--- src/rtl/vga_timing_pkg.sv ---
// Shared timing types, width helper and 640x480@60 default constants for the
// raster timing generator.
package vga_timing_pkg;

    typedef struct packed {
        int active;
        int fp;
        int sync;
        int bp;
    } axis_timing_t;

    localparam axis_timing_t VGA640_H = '{active: 640, fp: 16, sync: 96, bp: 48};
    localparam axis_timing_t VGA480_V = '{active: 480, fp: 10, sync: 2, bp: 33};

    function automatic int axis_total(axis_timing_t t);
        return t.active + t.fp + t.sync + t.bp;
    endfunction

    function automatic int sync_start(axis_timing_t t);
        return t.active + t.fp;
    endfunction

    function automatic int sync_end(axis_timing_t t);
        return t.active + t.fp + t.sync;
    endfunction

    // Counter width able to hold 0..n-1; never narrower than one bit.
    function automatic int cnt_width(int n);
        return (n <= 2) ? 1 : $clog2(n);
    endfunction

    function automatic bit axis_valid(axis_timing_t t);
        return (t.active > 0) && (t.fp > 0) && (t.sync > 0) && (t.bp > 0);
    endfunction

endpackage

--- src/rtl/vga_timing_gen_tick_div.sv ---
// Generic clock-enable divider: strobes once every DIV enabled clocks.
module tick_div
    import vga_timing_pkg::*;
#(
    parameter int DIV = 1
) (
    input  logic clk,
    input  logic rst,
    input  logic ena_i,
    input  logic clear_i,
    output logic strobe_o
);

    localparam int DW = cnt_width(DIV);
    localparam logic [DW-1:0] LAST = DW'(DIV - 1);

    if (DIV < 1) begin : g_bad_div
        $error("tick_div: DIV must be at least 1");
    end

    logic [DW-1:0] cnt_q;
    logic [DW-1:0] cnt_d;

    // Next divider phase: clear wins over enable, wrap at DIV-1.
    always_comb begin
        cnt_d = cnt_q;
        if (clear_i) begin
            cnt_d = '0;
        end else if (ena_i) begin
            cnt_d = (cnt_q == LAST) ? '0 : cnt_q + 1'b1;
        end
    end

    // Divider phase register.
    always_ff @(posedge clk or posedge rst) begin
        if (rst) begin
            cnt_q <= '0;
        end else begin
            cnt_q <= cnt_d;
        end
    end

    // Gated by rst so a DIV=1 divider cannot strobe while held in reset.
    assign strobe_o = ena_i & ~rst & (cnt_q == LAST);

endmodule

--- src/rtl/vga_timing_gen.sv ---
// Parametrised raster timing generator: pixel clock-enable, H/V counters,
// sync/blanking decode, line/frame strobes, frame counter and resync.
module vga_timing_gen
    import vga_timing_pkg::*;
#(
    parameter int H_ACTIVE    = VGA640_H.active,
    parameter int H_FP        = VGA640_H.fp,
    parameter int H_SYNC      = VGA640_H.sync,
    parameter int H_BP        = VGA640_H.bp,
    parameter int V_ACTIVE    = VGA480_V.active,
    parameter int V_FP        = VGA480_V.fp,
    parameter int V_SYNC      = VGA480_V.sync,
    parameter int V_BP        = VGA480_V.bp,
    parameter bit H_SYNC_POL  = 1'b0,
    parameter bit V_SYNC_POL  = 1'b0,
    parameter int CLK_DIV     = 1,
    parameter int FRAME_CNT_W = 8,
    localparam int HW = cnt_width(H_ACTIVE + H_FP + H_SYNC + H_BP),
    localparam int VW = cnt_width(V_ACTIVE + V_FP + V_SYNC + V_BP)
) (
    input  logic                   clk,
    input  logic                   rst,
    input  logic                   ena,
    input  logic                   resync,
    output logic                   pix_ce,
    output logic [HW-1:0]          hpos,
    output logic [VW-1:0]          vpos,
    output logic                   hsync,
    output logic                   vsync,
    output logic                   display_on,
    output logic                   line_start,
    output logic                   frame_start,
    output logic [FRAME_CNT_W-1:0] frame_cnt
);

    localparam axis_timing_t H_CFG = '{active: H_ACTIVE, fp: H_FP, sync: H_SYNC, bp: H_BP};
    localparam axis_timing_t V_CFG = '{active: V_ACTIVE, fp: V_FP, sync: V_SYNC, bp: V_BP};

    localparam int H_TOTAL = axis_total(H_CFG);
    localparam int V_TOTAL = axis_total(V_CFG);

    localparam logic [HW-1:0] H_LAST     = HW'(H_TOTAL - 1);
    localparam logic [VW-1:0] V_LAST     = VW'(V_TOTAL - 1);
    localparam logic [HW-1:0] H_ACT_END  = HW'(H_ACTIVE);
    localparam logic [VW-1:0] V_ACT_END  = VW'(V_ACTIVE);
    localparam logic [HW-1:0] HS_START_C = HW'(sync_start(H_CFG));
    localparam logic [HW-1:0] HS_END_C   = HW'(sync_end(H_CFG));
    localparam logic [VW-1:0] VS_START_C = VW'(sync_start(V_CFG));
    localparam logic [VW-1:0] VS_END_C   = VW'(sync_end(V_CFG));

    if (CLK_DIV < 1 || !axis_valid(H_CFG) || !axis_valid(V_CFG) || FRAME_CNT_W < 1) begin : g_bad_params
        $error("vga_timing_gen: CLK_DIV and all timing parameters must be non-zero");
    end

    logic [HW-1:0]          hpos_q, hpos_d;
    logic [VW-1:0]          vpos_q, vpos_d;
    logic [FRAME_CNT_W-1:0] frame_cnt_q, frame_cnt_d;
    logic                   hsync_q, hsync_d;
    logic                   vsync_q, vsync_d;
    logic                   display_on_q, display_on_d;

    tick_div #(
        .DIV (CLK_DIV)
    ) u_pix_div (
        .clk      (clk),
        .rst      (rst),
        .ena_i    (ena),
        .clear_i  (resync),
        .strobe_o (pix_ce)
    );

    // Raster advance plus decode of the next position, so sync and blanking
    // registers land on the same edge as the counters they describe.
    always_comb begin
        hpos_d      = hpos_q;
        vpos_d      = vpos_q;
        frame_cnt_d = frame_cnt_q;

        if (resync) begin
            hpos_d = '0;
            vpos_d = '0;
        end else if (pix_ce) begin
            if (hpos_q == H_LAST) begin
                hpos_d = '0;
                if (vpos_q == V_LAST) begin
                    vpos_d      = '0;
                    frame_cnt_d = frame_cnt_q + 1'b1;
                end else begin
                    vpos_d = vpos_q + 1'b1;
                end
            end else begin
                hpos_d = hpos_q + 1'b1;
            end
        end

        hsync_d      = ((hpos_d >= HS_START_C) && (hpos_d < HS_END_C)) ? H_SYNC_POL : ~H_SYNC_POL;
        vsync_d      = ((vpos_d >= VS_START_C) && (vpos_d < VS_END_C)) ? V_SYNC_POL : ~V_SYNC_POL;
        display_on_d = (hpos_d < H_ACT_END) && (vpos_d < V_ACT_END);
    end

    // Counter and decoded-output registers; reset leaves the raster at (0,0).
    always_ff @(posedge clk or posedge rst) begin
        if (rst) begin
            hpos_q       <= '0;
            vpos_q       <= '0;
            frame_cnt_q  <= '0;
            hsync_q      <= ~H_SYNC_POL;
            vsync_q      <= ~V_SYNC_POL;
            display_on_q <= 1'b1;
        end else begin
            hpos_q       <= hpos_d;
            vpos_q       <= vpos_d;
            frame_cnt_q  <= frame_cnt_d;
            hsync_q      <= hsync_d;
            vsync_q      <= vsync_d;
            display_on_q <= display_on_d;
        end
    end

    assign hpos        = hpos_q;
    assign vpos        = vpos_q;
    assign frame_cnt   = frame_cnt_q;
    assign hsync       = hsync_q;
    assign vsync       = vsync_q;
    assign display_on  = display_on_q;
    assign line_start  = pix_ce & (hpos_q == '0);
    assign frame_start = line_start & (vpos_q == '0);

endmodule

--- config.mk ---
export PLATFORM = sky130hd
export DESIGN_NAME = vga_timing_gen
export DESIGN_NICKNAME = d
export VERILOG_FILES = /design/src/rtl/vga_timing_pkg.sv /design/src/rtl/vga_timing_gen_tick_div.sv /design/src/rtl/vga_timing_gen.sv
export SDC_FILE = /design/constraint.sdc
export NUM_CORES = 1
export LEC_CHECK = 0
export CORE_ASPECT_RATIO = 1.4
export CORE_MARGIN = 2
export CORE_UTILIZATION = 44
export DETAILED_ROUTE_END_ITERATION = 6
export PLACE_DENSITY = 0.81
export REMOVE_ABC_BUFFERS = 1
export SLEW_MARGIN = 20
export SYNTH_ARGS = -nofsm -noshare
export SYNTH_HDL_FRONTEND = slang
export SYNTH_HIERARCHICAL = 1
export SYNTH_SLANG_ARGS = --single-unit
--- constraint.sdc ---
create_clock -name clk -period 5.3 [get_ports clk]
set_input_delay 1.06 -clock clk [delete_from_list [all_inputs] [get_ports clk]]
set_output_delay 1.06 -clock clk [all_outputs]
set_load 0.01 [all_outputs]
# --- Word-level counts from Yosys, hierarchy flattened ---
# Index checks and enable logic that the tools add are counted.
classes:
  addsub: 4
  order_cmp: 6
  n_eq_ne: 2
  muxes: 12
  bitwise: 7
  reduce_logical: 7
ops:
  columns: ["operator", "n"]
  rows:
  - ["2-to-1 mux 10 bit", 7]
  - ["adder 10 x 1 -> 10 bit, second input constant", 2]
  - ["equality test 10 bit, second input constant", 2]
  - ["logical NOT 10 bit", 2]
  - ["less-than comparator 10 bit, second input constant", 2]
  - ["less-than comparator 10 x 9 -> 1 bit, second input constant", 2]
  - [">= comparator 10 bit, second input constant", 1]
  - [">= comparator 10 x 9 -> 1 bit, second input constant", 1]
  - ["adder 8 x 1 -> 8 bit, second input constant", 1]
  - ["2-to-1 mux 1 bit", 5]
  - ["AND 1 bit", 4]
  - ["AND reduction 4 bit", 1]
  - ["logical AND 1 bit", 3]
  - ["inverter 1 bit", 3]
  - ["nonzero test 2 bit", 1]
  - ["adder 1 bit, second input constant", 1]
word_totals:
  reg_bits: 32
  word_cells: 45

# --- Depth between registers and ports, before layout ---
# Gate-level depths: netlist of the first run.
depth:
  word_depth: 8
  mapped_depth: 11

# --- By module ---
# The synthesis of the first run kept the hierarchy.
modules_own_cells:
  columns: ["module", "n_inst", "cells_per_inst", "area_per_inst_um2", "seq_area_each_um2"]
  rows:
  - ["vga_timing_gen", 1, 181, 1773.0, 779.5]
  - ["tick_div", 1, 1, 13.8, 0.0]

# --- Worst setup path before layout of the first run ---
# Ideal clock, no wire load.
synth_path:
  kind: "input port to output port"
  from: "input port ena"
  to: "output port frame_start"
  arrival_ns: 2.156
  required_time_ns: 4.240
  setup_slack_ns: 2.084
  path_stages: 5
  path_buffers: 1
  path_cell_list: "nor2b_4 -> buf_6 -> nand4_1 -> nor4_1 -> and4b_1"
synth_via:
  elab_chain_cells: 4
synth_rtl:
  columns: ["element", "line", "text"]
  rows:
  - ["start, declared", "vga_timing_gen.sv:23", "input logic ena,"]
  - ["AND 1 bit (2 in a row)", "vga_timing_gen_tick_div.sv:44", "assign strobe_o = ena_i & ~rst & (cnt_q == LAST);"]
  - ["AND 1 bit", "vga_timing_gen.sv:126", "assign line_start = pix_ce & (hpos_q == '0);"]
  - ["via line_start", "vga_timing_gen.sv:31", "output logic line_start,"]
  - ["AND 1 bit", "vga_timing_gen.sv:127", "assign frame_start = line_start & (vpos_q == '0);"]
  - ["end, declared", "vga_timing_gen.sv:32", "output logic frame_start,"]
# The timed path passes the listed nets, and every way through them passes these cells.

# --- Worst setup path in the final report of the first run ---
layout_path:
  from: "input port ena"
  to: "output port frame_start"
layout_via:
  elab_chain_cells: 4
layout_rtl:
  columns: ["element", "line"]
  rows:
  - ["AND 1 bit (2 in a row)", "vga_timing_gen_tick_div.sv:44"]
  - ["AND 1 bit", "vga_timing_gen.sv:126"]
  - ["AND 1 bit", "vga_timing_gen.sv:127"]
# Every way passes these cells.

==> out/summary.txt, run 1 <==
reg2reg path depth -> 7
placed cell count -> 256
Initial Util -> 45.59%
reg2reg start -> hpos[0]
gr ovfl total -> 0
Post-CTS Setup Inserts -> 0
clock buffer count from CTS -> 5
Die Y -> 79.40 um
IO Pins -> 38
register area share after synthesis -> 43.63%
ys async rst share -> 100.0%
final cell count without fillers -> 264
worst r2r dst -> vsync
routed len/inst -> 15.30 um
core area -> 3919 um2
pwr dens -> 201.5 nW/um2
CP max stage cell -> clkdlybuf4s50_1
via count -> 1500
CTS tree -> yes
share of the synthesized area in the top cell type -> 39.22%
WHS Path Cells -> 1
Post-Syn Area -> 1787 um2
vias in the first global route -> 1405
Die Width -> 57.86 um
synthesis-stage register bit count -> 31
Worst Path Buf+Inv -> 2
clock latency on the worst-skew pair -> 0.29 ns
# fillers -> 346
final setup violation count -> 0
DR vias/cell -> 5.682
clock-pin slew on the worst setup and hold paths -> 0.07 ns
post-route clock period utilization -> 76.93%
initial antenna violation count -> 0
share of cells above drive strength 1 -> 9.955%
Yosys Warn Count -> 6
most frequent cell after synthesis -> dfrtp_1
Sequential cell area -> 779.5 um2
drt pass-1 iters -> 4
Sink Count -> 31
Rel. slew slack -> 42.43%
Main synth FF type -> dfrtp_1
Worst Path Arrival -> 3.02 ns
number of H-tree levels -> 2
Synth top cells by count -> dfrtp_1, nor2_1, nand2_1, nor3_1
status -> finished, final reports clean
critical path's top delay family -> buffers and inverters
final slew viol count -> 0
CP cell instances -> clkdlybuf4s50_1, nor2b_4, nand4_1, nor4_1, and4b_1, clkdlybuf4s50_1
fin nets -> 229
Crit path top cell by count -> clkdlybuf4s50_1
row count -> 27
global-route wire length before repair -> 6658 um
r2r setup slk -> 2.60 ns
hold endpoint -> frame_cnt[7]
WL final -> 4038 um
cts repair resizes -> 0
worst min path class -> reg -> reg
Post-Syn Instances -> 182
Area Overhead vs Synth -> 26.40%
Setup Crit Path Kind -> in -> out
GR Util All Layers -> 19.21%
Final min period -> 4.078 ns
CP max stage delay -> 0.53 ns
Setup crit start kind -> input port
port bufs -> 37
static leakage -> 0.9703 nW
post-synth top area cell -> dfrtp_1
Max Buffers Root-to-Sink -> 2
average size of a mapped cell -> 9.817 um2
Max Cap Violations -> 0
die area -> 4594 um2
RePlAce Congestion -> 0.7946
f_max -> 245.2 MHz
setup TNS -> 0 ns
largest net degree at the start of global routing -> 32
crit path max fanout -> 9
RSZ-0062 raised after global routing -> no
Hold Buf Count CTS -> 0
Critical Path Sink Type -> output port
Post-synth EDFFs -> 0
final hold vios -> 0
Worst-Margin Slew -> 0.8608 ns
drt drc -> 0
ant diodes -> 0
dpl hpwl -> 2898 um
final antenna-violating net count -> 0
CTS root buf -> clkbuf_8
Area contributors post-synth -> dfrtp_1, xor2_1, dfstp_2
unique cell type count in the Yosys netlist -> 44
final worst clock skew -> 0.01263 ns
Max VDD drop -> 0.1621 mV
multi-input logic area -> 929.6 um2
hold path start -> frame_cnt[7]
DRT iter0 DRCs -> 51
CP required -> 4.24 ns
-- registers in the layout, summed over array words and instances, names as in the netlist --
signal,count
vpos,10
hsync,1
frame_cnt,8
hpos,10
vsync,1
display_on,1
-- layout make-up --
cell class | count | area share (%)
clock inverters | 1 | 0.2216
repair buffers | 38 | 16.73
flip-flops and latches | 31 | 34.52
well taps | 43 | 2.382
clock buffers | 7 | 3.823
multi-input cells | 137 | 41.16
inverters | 7 | 1.163
-- through the flow --
stage               cell area (um2)  utilization, %  power (mW)  hold slack, ns  setup slack, ns
floorplan                      1735               -      0.2535          0.5039            2.101
global placement               2167           55.30      0.2662          0.4565            1.271
detailed placement             2167           55.30      0.2669          0.4854            1.224
CTS                            2258           57.63      0.4589          0.4946            1.222
global route                   2258           57.63      0.4775          0.5199            1.097
finish                         2258           57.63      0.4551          0.4821            1.223
-- layer usage --
metal / vias to the layer above / track usage [%] / routed length, um
met5: - / 0 / 0
li1: 727 / - / -
met1: 736 / 23.17 / 1639
met2: 29 / 32.61 / 2134
met3: 8 / 4.376 / 166
met4: 0 / 7.674 / 98
-- cell usage in the layout (no fill, tap or decap), types with 2 or more instances in the layout --
master | synthesis | layout
dfrtp_1 | 28 | 28
nor2_1 | 15 | 15
o21ai_0 | 7 | 7
inv_1 | 7 | 7
nand3_2 | 2 | 2
mux2i_1 | 2 | 2
nor4_1 | 2 | 2
a21oi_1 | 10 | 10
clkdlybuf4s50_1 | 0 | 37
and2_1 | 4 | 4
or3_1 | 2 | 2
xnor2_1 | 7 | 7
or4_1 | 2 | 2
dfstp_2 | 3 | 3
nor2b_1 | 2 | 2
nand4_1 | 6 | 6
nand2_1 | 14 | 14
nor3_1 | 11 | 11
and3_1 | 7 | 7
clkbuf_8 | 0 | 6
nand3_1 | 8 | 8
nor3_2 | 2 | 2
nand4bb_1 | 2 | 2
xor2_1 | 10 | 10
ha_1 | 5 | 5
-- logic make-up (layout without fill, tap and decap cells) --
group | count (synthesis) | in the layout | synth area share, %
DFF | 31 | 31 | 43.63
AOI/OAI and AO/OA | 22 | 22 | 6.933
adders and majority gates | 5 | 5 | 3.501
and+or+nand+nor | 89 | 89 | 30.88
buffers and inverters | 14 | 53 | 4.341
xor gates and xnor gates | 17 | 17 | 8.333
muxes | 4 | 4 | 2.381
-- worst max path at each step --
stage / start / slack, ns / depth (start not counted) / to
after floorplan: ena / 2.10 / 4 / frame_start
after global placement: ena / 1.27 / 6 / frame_start
after detailed placement: ena / 1.22 / 6 / frame_start
after CTS: ena / 1.22 / 6 / frame_start
after global routing: ena / 1.10 / 6 / frame_start
final: ena / 1.22 / 6 / frame_start
-- power breakdown --
group	switching, mW	internal, mW	leakage (nW)
Combinational	0.0132	0.00972	0.500
Clock	0.0886	0.105	0.0482
Sequential	0.00140	0.238	0.422
No activity file was read; power rests on OpenSTA's default activity.
==> inputs of run 2 (changes only) <==
Settings changed: PLACE_DENSITY 0.81 to 0.83.
Clock period 5.3 ns to 3.4 ns, I/O delays scaled along.
==> out/summary.txt, run 2 (synthesis gave the netlist of run 1 again) <==
sequential power share -> 47.7%
number of H-tree levels -> 2
Crit path top cell by count -> clkdlybuf4s50_1
static leakage -> 1.004 nW
post-route clock period utilization -> 93.19%
final setup margin -> 0.2317 ns
final antenna-violating net count -> 0
critical path's top delay family -> buffers and inverters
CP max stage delay -> 0.53 ns
Max Cap Violations -> 0
CP max stage cell -> clkdlybuf4s50_1
RePlAce Congestion -> 0.8132
share of cells above drive strength 1 -> 12.00%
commonest non-fill, non-tap cell in the layout -> clkdlybuf4s50_1
Hold Buf Count CTS -> 0
CTS root buf -> clkbuf_8
final slew viol count -> 0
CP cell instances -> clkdlybuf4s50_1, nor2b_4, nand4_1, nor4_1, and4b_1, clkdlybuf4s50_1
dpl hpwl -> 2789 um
CP required -> 2.72 ns
ant diodes -> 0
Comb power frac -> 4.7%
Critical Path Sink Type -> output port
Initial Util -> 45.59%
Worst Path Arrival -> 2.49 ns
clock buffer count from CTS -> 5
crit path max fanout -> 2
routed len/inst -> 14.22 um
port bufs -> 37
Sink Count -> 31
vias in the first global route -> 1471
drt pass-1 iters -> 4
gr ovfl total -> 0
DRT iter0 DRCs -> 62
Worst Path Buf+Inv -> 2
via count -> 1525
Post-DP Area -> 2197 um2
final hold vios -> 0
initial antenna violation count -> 0
cts repair resizes -> 0
setup TNS -> 0 ns
Post-CTS Setup Inserts -> 0
Switching Share -> 20.16%
worst min path class -> reg -> reg
final setup violation count -> 0
status -> finished, final reports clean
final instance area -> 2315 um2
core area -> 3919 um2
clock latency on the worst-skew pair -> 0.28 ns
Final min period -> 3.168 ns
Setup crit start kind -> input port
Rel. slew slack -> 56.48%
Max VDD drop -> 0.3515 mV
IO Pins -> 38
die area -> 4594 um2
Die Width -> 57.86 um
f_max -> 315.6 MHz
Area Overhead vs Synth -> 29.55%
final total power -> 0.7813 mW
# fillers -> 334
DP Worst Slack -> 0.2447 ns
row count -> 27
internal power -> 0.6238 mW
Psw -> 0.1575 mW
Max Buffers Root-to-Sink -> 2
final worst clock skew -> 0.003595 ns
fin nets -> 233
DR vias/cell -> 5.690
GR Util All Layers -> 18.94%
global-route wire length before repair -> 6672 um
RSZ-0062 raised after global routing -> no
Worst-Margin Slew -> 0.6508 ns
clock-pin slew on the worst setup and hold paths -> 0.06 ns
Die Y -> 79.40 um
Setup Crit Path Kind -> in -> out
CTS tree -> yes
most frequent cells in the layout -> clkdlybuf4s50_1, dfrtp_1, nor2_1
clock share of power -> 47.5%
WL final -> 3812 um
pwr dens -> 337.5 nW/um2
drt drc -> 0
largest net degree at the start of global routing -> 32
Finished Core Util -> 59.07%
==> run 2: changes by cell type in the layout (fill, tap and decap cells not counted), sizes merged <==
cell / before / now
buf: 1 / 5
bufinv: 0 / 1
clkbuf: 7 / 6
==> run 2: routing by layer <==
metal	GRT usage (%)	vias to the layer above	wire length, um
met5	0	-	0
met1	21.83	754	1604
li1	-	731	-
met2	32.39	32	1956
met4	9.070	0	99
met3	4.538	8	150
==> run 2: through the flow <==
step | instances | hold slack (ns)
5_1_grt | 268 | 0.5276
3_3_place_gp | 260 | 0.4572
6_report | 268 | 0.4841
2_1_floorplan | 175 | 0.5039
3_5_place_dp | 260 | 0.4870
4_1_cts | 268 | 0.4958
==> run 2: layout make-up <==
| class | instances | area (um2) | share of cell area, % |
|---|---|---|---|
| timing repair buffer | 42 | 407.9 | 17.62 |
| multi-input combinational | 137 | 929.6 | 40.16 |
| tap | 43 | 53.80 | 2.324 |
| clock inverter | 2 | 35.03 | 1.514 |
| sequential | 31 | 779.5 | 33.68 |
| inverter | 7 | 26.28 | 1.135 |
| clock buffer | 6 | 82.58 | 3.568 |
==> run 2: power groups by stage <==
stage	sequential (mW)	combinational [mW]	clock [mW]
final	0.373	0.0370	0.371
after global routing	0.373	0.0418	0.396
after CTS	0.373	0.0381	0.379
after detailed placement	0.379	0.0380	0
after global placement	0.379	0.0375	0
after floorplan	0.380	0.0154	0
==> run 2: path summary, 6_finish.rpt <==
check / start / to / slack (ns) / depth (start not counted)
setup / recovery: ena / frame_start / 0.23 / 6
hold / removal: frame_cnt[7] / frame_cnt[7] / 0.48 / 1
setup reg to reg: hpos[0] / vsync / 1.07 / 7
hold reg to reg: frame_cnt[7] / frame_cnt[7] / 0.48 / 1
max in group asynchronous: rst / hsync / 2.21 / 3
min in group asynchronous: rst / vpos[6] / 0.86 / 3
==> run 2: worst reg2reg max path, cell delays in order, from the launching register on <==
cell       delay [ns]
dfrtp_1          0.44
ha_1             0.24
and3_1           0.28
and3_1           0.32
nand4_4          0.13
mux2i_1          0.16
nor4bb_1         0.52
nand4bb_1        0.16
==> inputs of run 3 (changes only) <==
Settings changed: ABC_CLOCK_PERIOD_IN_PS set to 3400, SYNTH_HIERARCHICAL 1 to unset, TNS_END_PERCENT set to 10.
==> out/summary.txt, run 3 <==
Psw -> 0.1727 mW
final hold vios -> 0
internal power -> 0.6215 mW
DRT iter0 DRCs -> 83
CP startpoint -> rst
Die Y -> 81.56 um
gr ovfl total -> 0
Initial Util -> 45.35%
clock latency on the worst-skew pair -> 0.29 ns
CP max stage delay -> 0.53 ns
fin nets -> 247
Adder-Cell Fraction of Synth Area -> 3.309%
global-route wire length before repair -> 7120 um
status -> finished, final reports clean
final antenna-violating net count -> 0
Crit path top cell by count -> clkdlybuf4s50_1
routed len/inst -> 15.59 um
post-synth top area cell -> dfrtp_1
Sink Count -> 31
Worst Path Buf+Inv -> 3
Critical Path Sink Type -> output port
Max Cap Violations -> 0
drt drc -> 0
number of H-tree levels -> 2
CTS root buf -> clkbuf_8
row count -> 28
reg2reg start -> hpos[1]
share of cells above drive strength 1 -> 11.72%
multiplexer share of the synthesized area -> 0.5956%
port bufs -> 37
hold path start -> frame_cnt[7]
f_max -> 309.9 MHz
met2 global-route usage -> 33.74%
Compound-Gate Fraction of Synth Area -> 10.39%
ant diodes -> 0
Max Buffers Root-to-Sink -> 2
Worst Path Arrival -> 2.55 ns
worst min path class -> reg -> reg
die area -> 4845 um2
# fillers -> 373
RePlAce Congestion -> 0.8633
most frequent cell after synthesis -> dfrtp_1
static leakage -> 1.034 nW
met3 Use GR -> 4.724%
GR Util All Layers -> 19.92%
Area Overhead vs Synth -> 25.81%
simple-gate share of the synthesized area -> 29.05%
crit path max fanout -> 4
synthesis-stage register bit count -> 31
WL final -> 4428 um
Hold Buf Count CTS -> 0
register area share after synthesis -> 41.23%
largest net degree at the start of global routing -> 32
Max VDD drop -> 0.2750 mV
Post-Syn Instances -> 201
Synth top cells by count -> dfrtp_1, nand2_1, nor2_1, nand3_1, xor2_1
Post-CTS Setup Inserts -> 0
grt peak-use layer -> met2
average size of a mapped cell -> 9.406 um2
sequential power share -> 46.8%
Post-synth EDFFs -> 0
most frequent cells in the layout -> clkdlybuf4s50_1, dfrtp_1, nand2_1
multi-input logic area -> 994.7 um2
commonest non-fill, non-tap cell in the layout -> clkdlybuf4s50_1
Setup Crit Path Kind -> in -> out
cts repair resizes -> 0
dpl hpwl -> 3131 um
critical path's top delay family -> buffers and inverters
initial antenna violation count -> 0
CP cell instances -> clkdlybuf4s50_1, inv_1, nand2_1, nor4_1, and4_1, clkdlybuf4s50_1
clock share of power -> 48.4%
main combinational cell family by area after synthesis -> simple AND/OR/NAND/NOR gates
Rel. slew slack -> 66.73%
clock-pin slew on the worst setup and hold paths -> 0.07 ns
GR Util met1 -> 24.05%
Switching Share -> 21.75%
share of the synthesized area in the top cell type -> 37.06%
post-synthesis xor/xnor area fraction -> 9.265%
Worst-Margin Slew -> 0.4946 ns
core area -> 4169 um2
via count -> 1635
Post-Syn Area -> 1891 um2
final setup violation count -> 0
CP required -> 2.72 ns
ys async rst share -> 100.0%
IO Pins -> 38
drt pass-1 iters -> 4
pwr dens -> 333.9 nW/um2
Finished Core Util -> 57.05%
clock buffer count from CTS -> 5
Die Width -> 59.40 um
RSZ-0062 raised after global routing -> no
post-route clock period utilization -> 94.92%
Final min period -> 3.227 ns
Comb power frac -> 4.8%
DR vias/cell -> 5.757
final slew viol count -> 0
setup TNS -> 0 ns
CP max stage cell -> clkdlybuf4s50_1
CTS tree -> yes
Main synth FF type -> dfrtp_1
Area contributors post-synth -> dfrtp_1, xor2_1, dfstp_2
vias in the first global route -> 1567
Yosys Warn Count -> 0
Setup crit start kind -> input port
Sequential cell area -> 779.5 um2
unique cell type count in the Yosys netlist -> 52
final worst clock skew -> 0.009218 ns
[run 3: changes by cell type in the layout (fill, tap and decap cells not counted), moves of 3 or more]
cell / change
nor3_1: -8
nand2_1: +6
nand3_1: +6
nor2_1: +4
and2_1: -3
nand4_1: +3
o21ai_0: -3
xor2_1: +3
[run 3: path summary, 6_finish.rpt]
check                                     to  slack (ns)  depth (start not counted)
max in group asynchronous         display_on        2.22                          3
worst max register to register         vsync        1.10                          7
worst min register to register  frame_cnt[7]        0.46                          1
min in group asynchronous            hpos[3]        0.84                          3
worst max-delay path             frame_start        0.17                          6
worst min-delay path            frame_cnt[7]        0.46                          1
[run 3: layout make-up]
class / count / area share, %
multi-input cells: 150 / 41.82
inverters: 10 / 1.578
flip-flops and latches: 31 / 32.77
clock buffers: 6 / 3.472
repair buffers: 40 / 16.52
well taps: 45 / 2.367
clock inverters: 2 / 1.473
[run 3: per-stage QoR]
step / cells / hold slack, ns / area (um2) / setup slack [ns] / power [mW]
after CTS: 284 / 0.4717 / 2379 / 0.1982 / 0.7998
after floorplan: 191 / 0.5039 / 1812 / 0.2978 / 0.3961
final: 284 / 0.4615 / 2379 / 0.1727 / 0.7942
after global routing: 284 / 0.4828 / 2379 / 0.1062 / 0.8205
after global placement: 276 / 0.4548 / 2261 / 0.2456 / 0.4168
after detailed placement: 276 / 0.4626 / 2261 / 0.2047 / 0.4170
[run 3: logic make-up after synthesis]
group / after synthesis
AND/OR/NAND/NOR: 95
multiplexers: 1
XOR/XNOR: 20
flip-flops: 31
AO/OA/AOI/OAI: 29
adder cells (fa/ha/maj): 5
buffers and inverters: 20
[run 3: power by group through the flow]
stage / registers, mW / clock network [mW] / logic [mW]
after floorplan: 0.379 / 0 / 0.0172
after global placement: 0.379 / 0 / 0.0382
after detailed placement: 0.379 / 0 / 0.0384
after CTS: 0.372 / 0.390 / 0.0386
after global routing: 0.372 / 0.407 / 0.0420
final: 0.372 / 0.385 / 0.0379
[run 3: per-layer routing]
layer  vias to the layer above  wire length, um
met5                         -                0
met4                         0               78
met3                         7              237
met2                        57             2236
li1                        786                -
met1                       785             1875
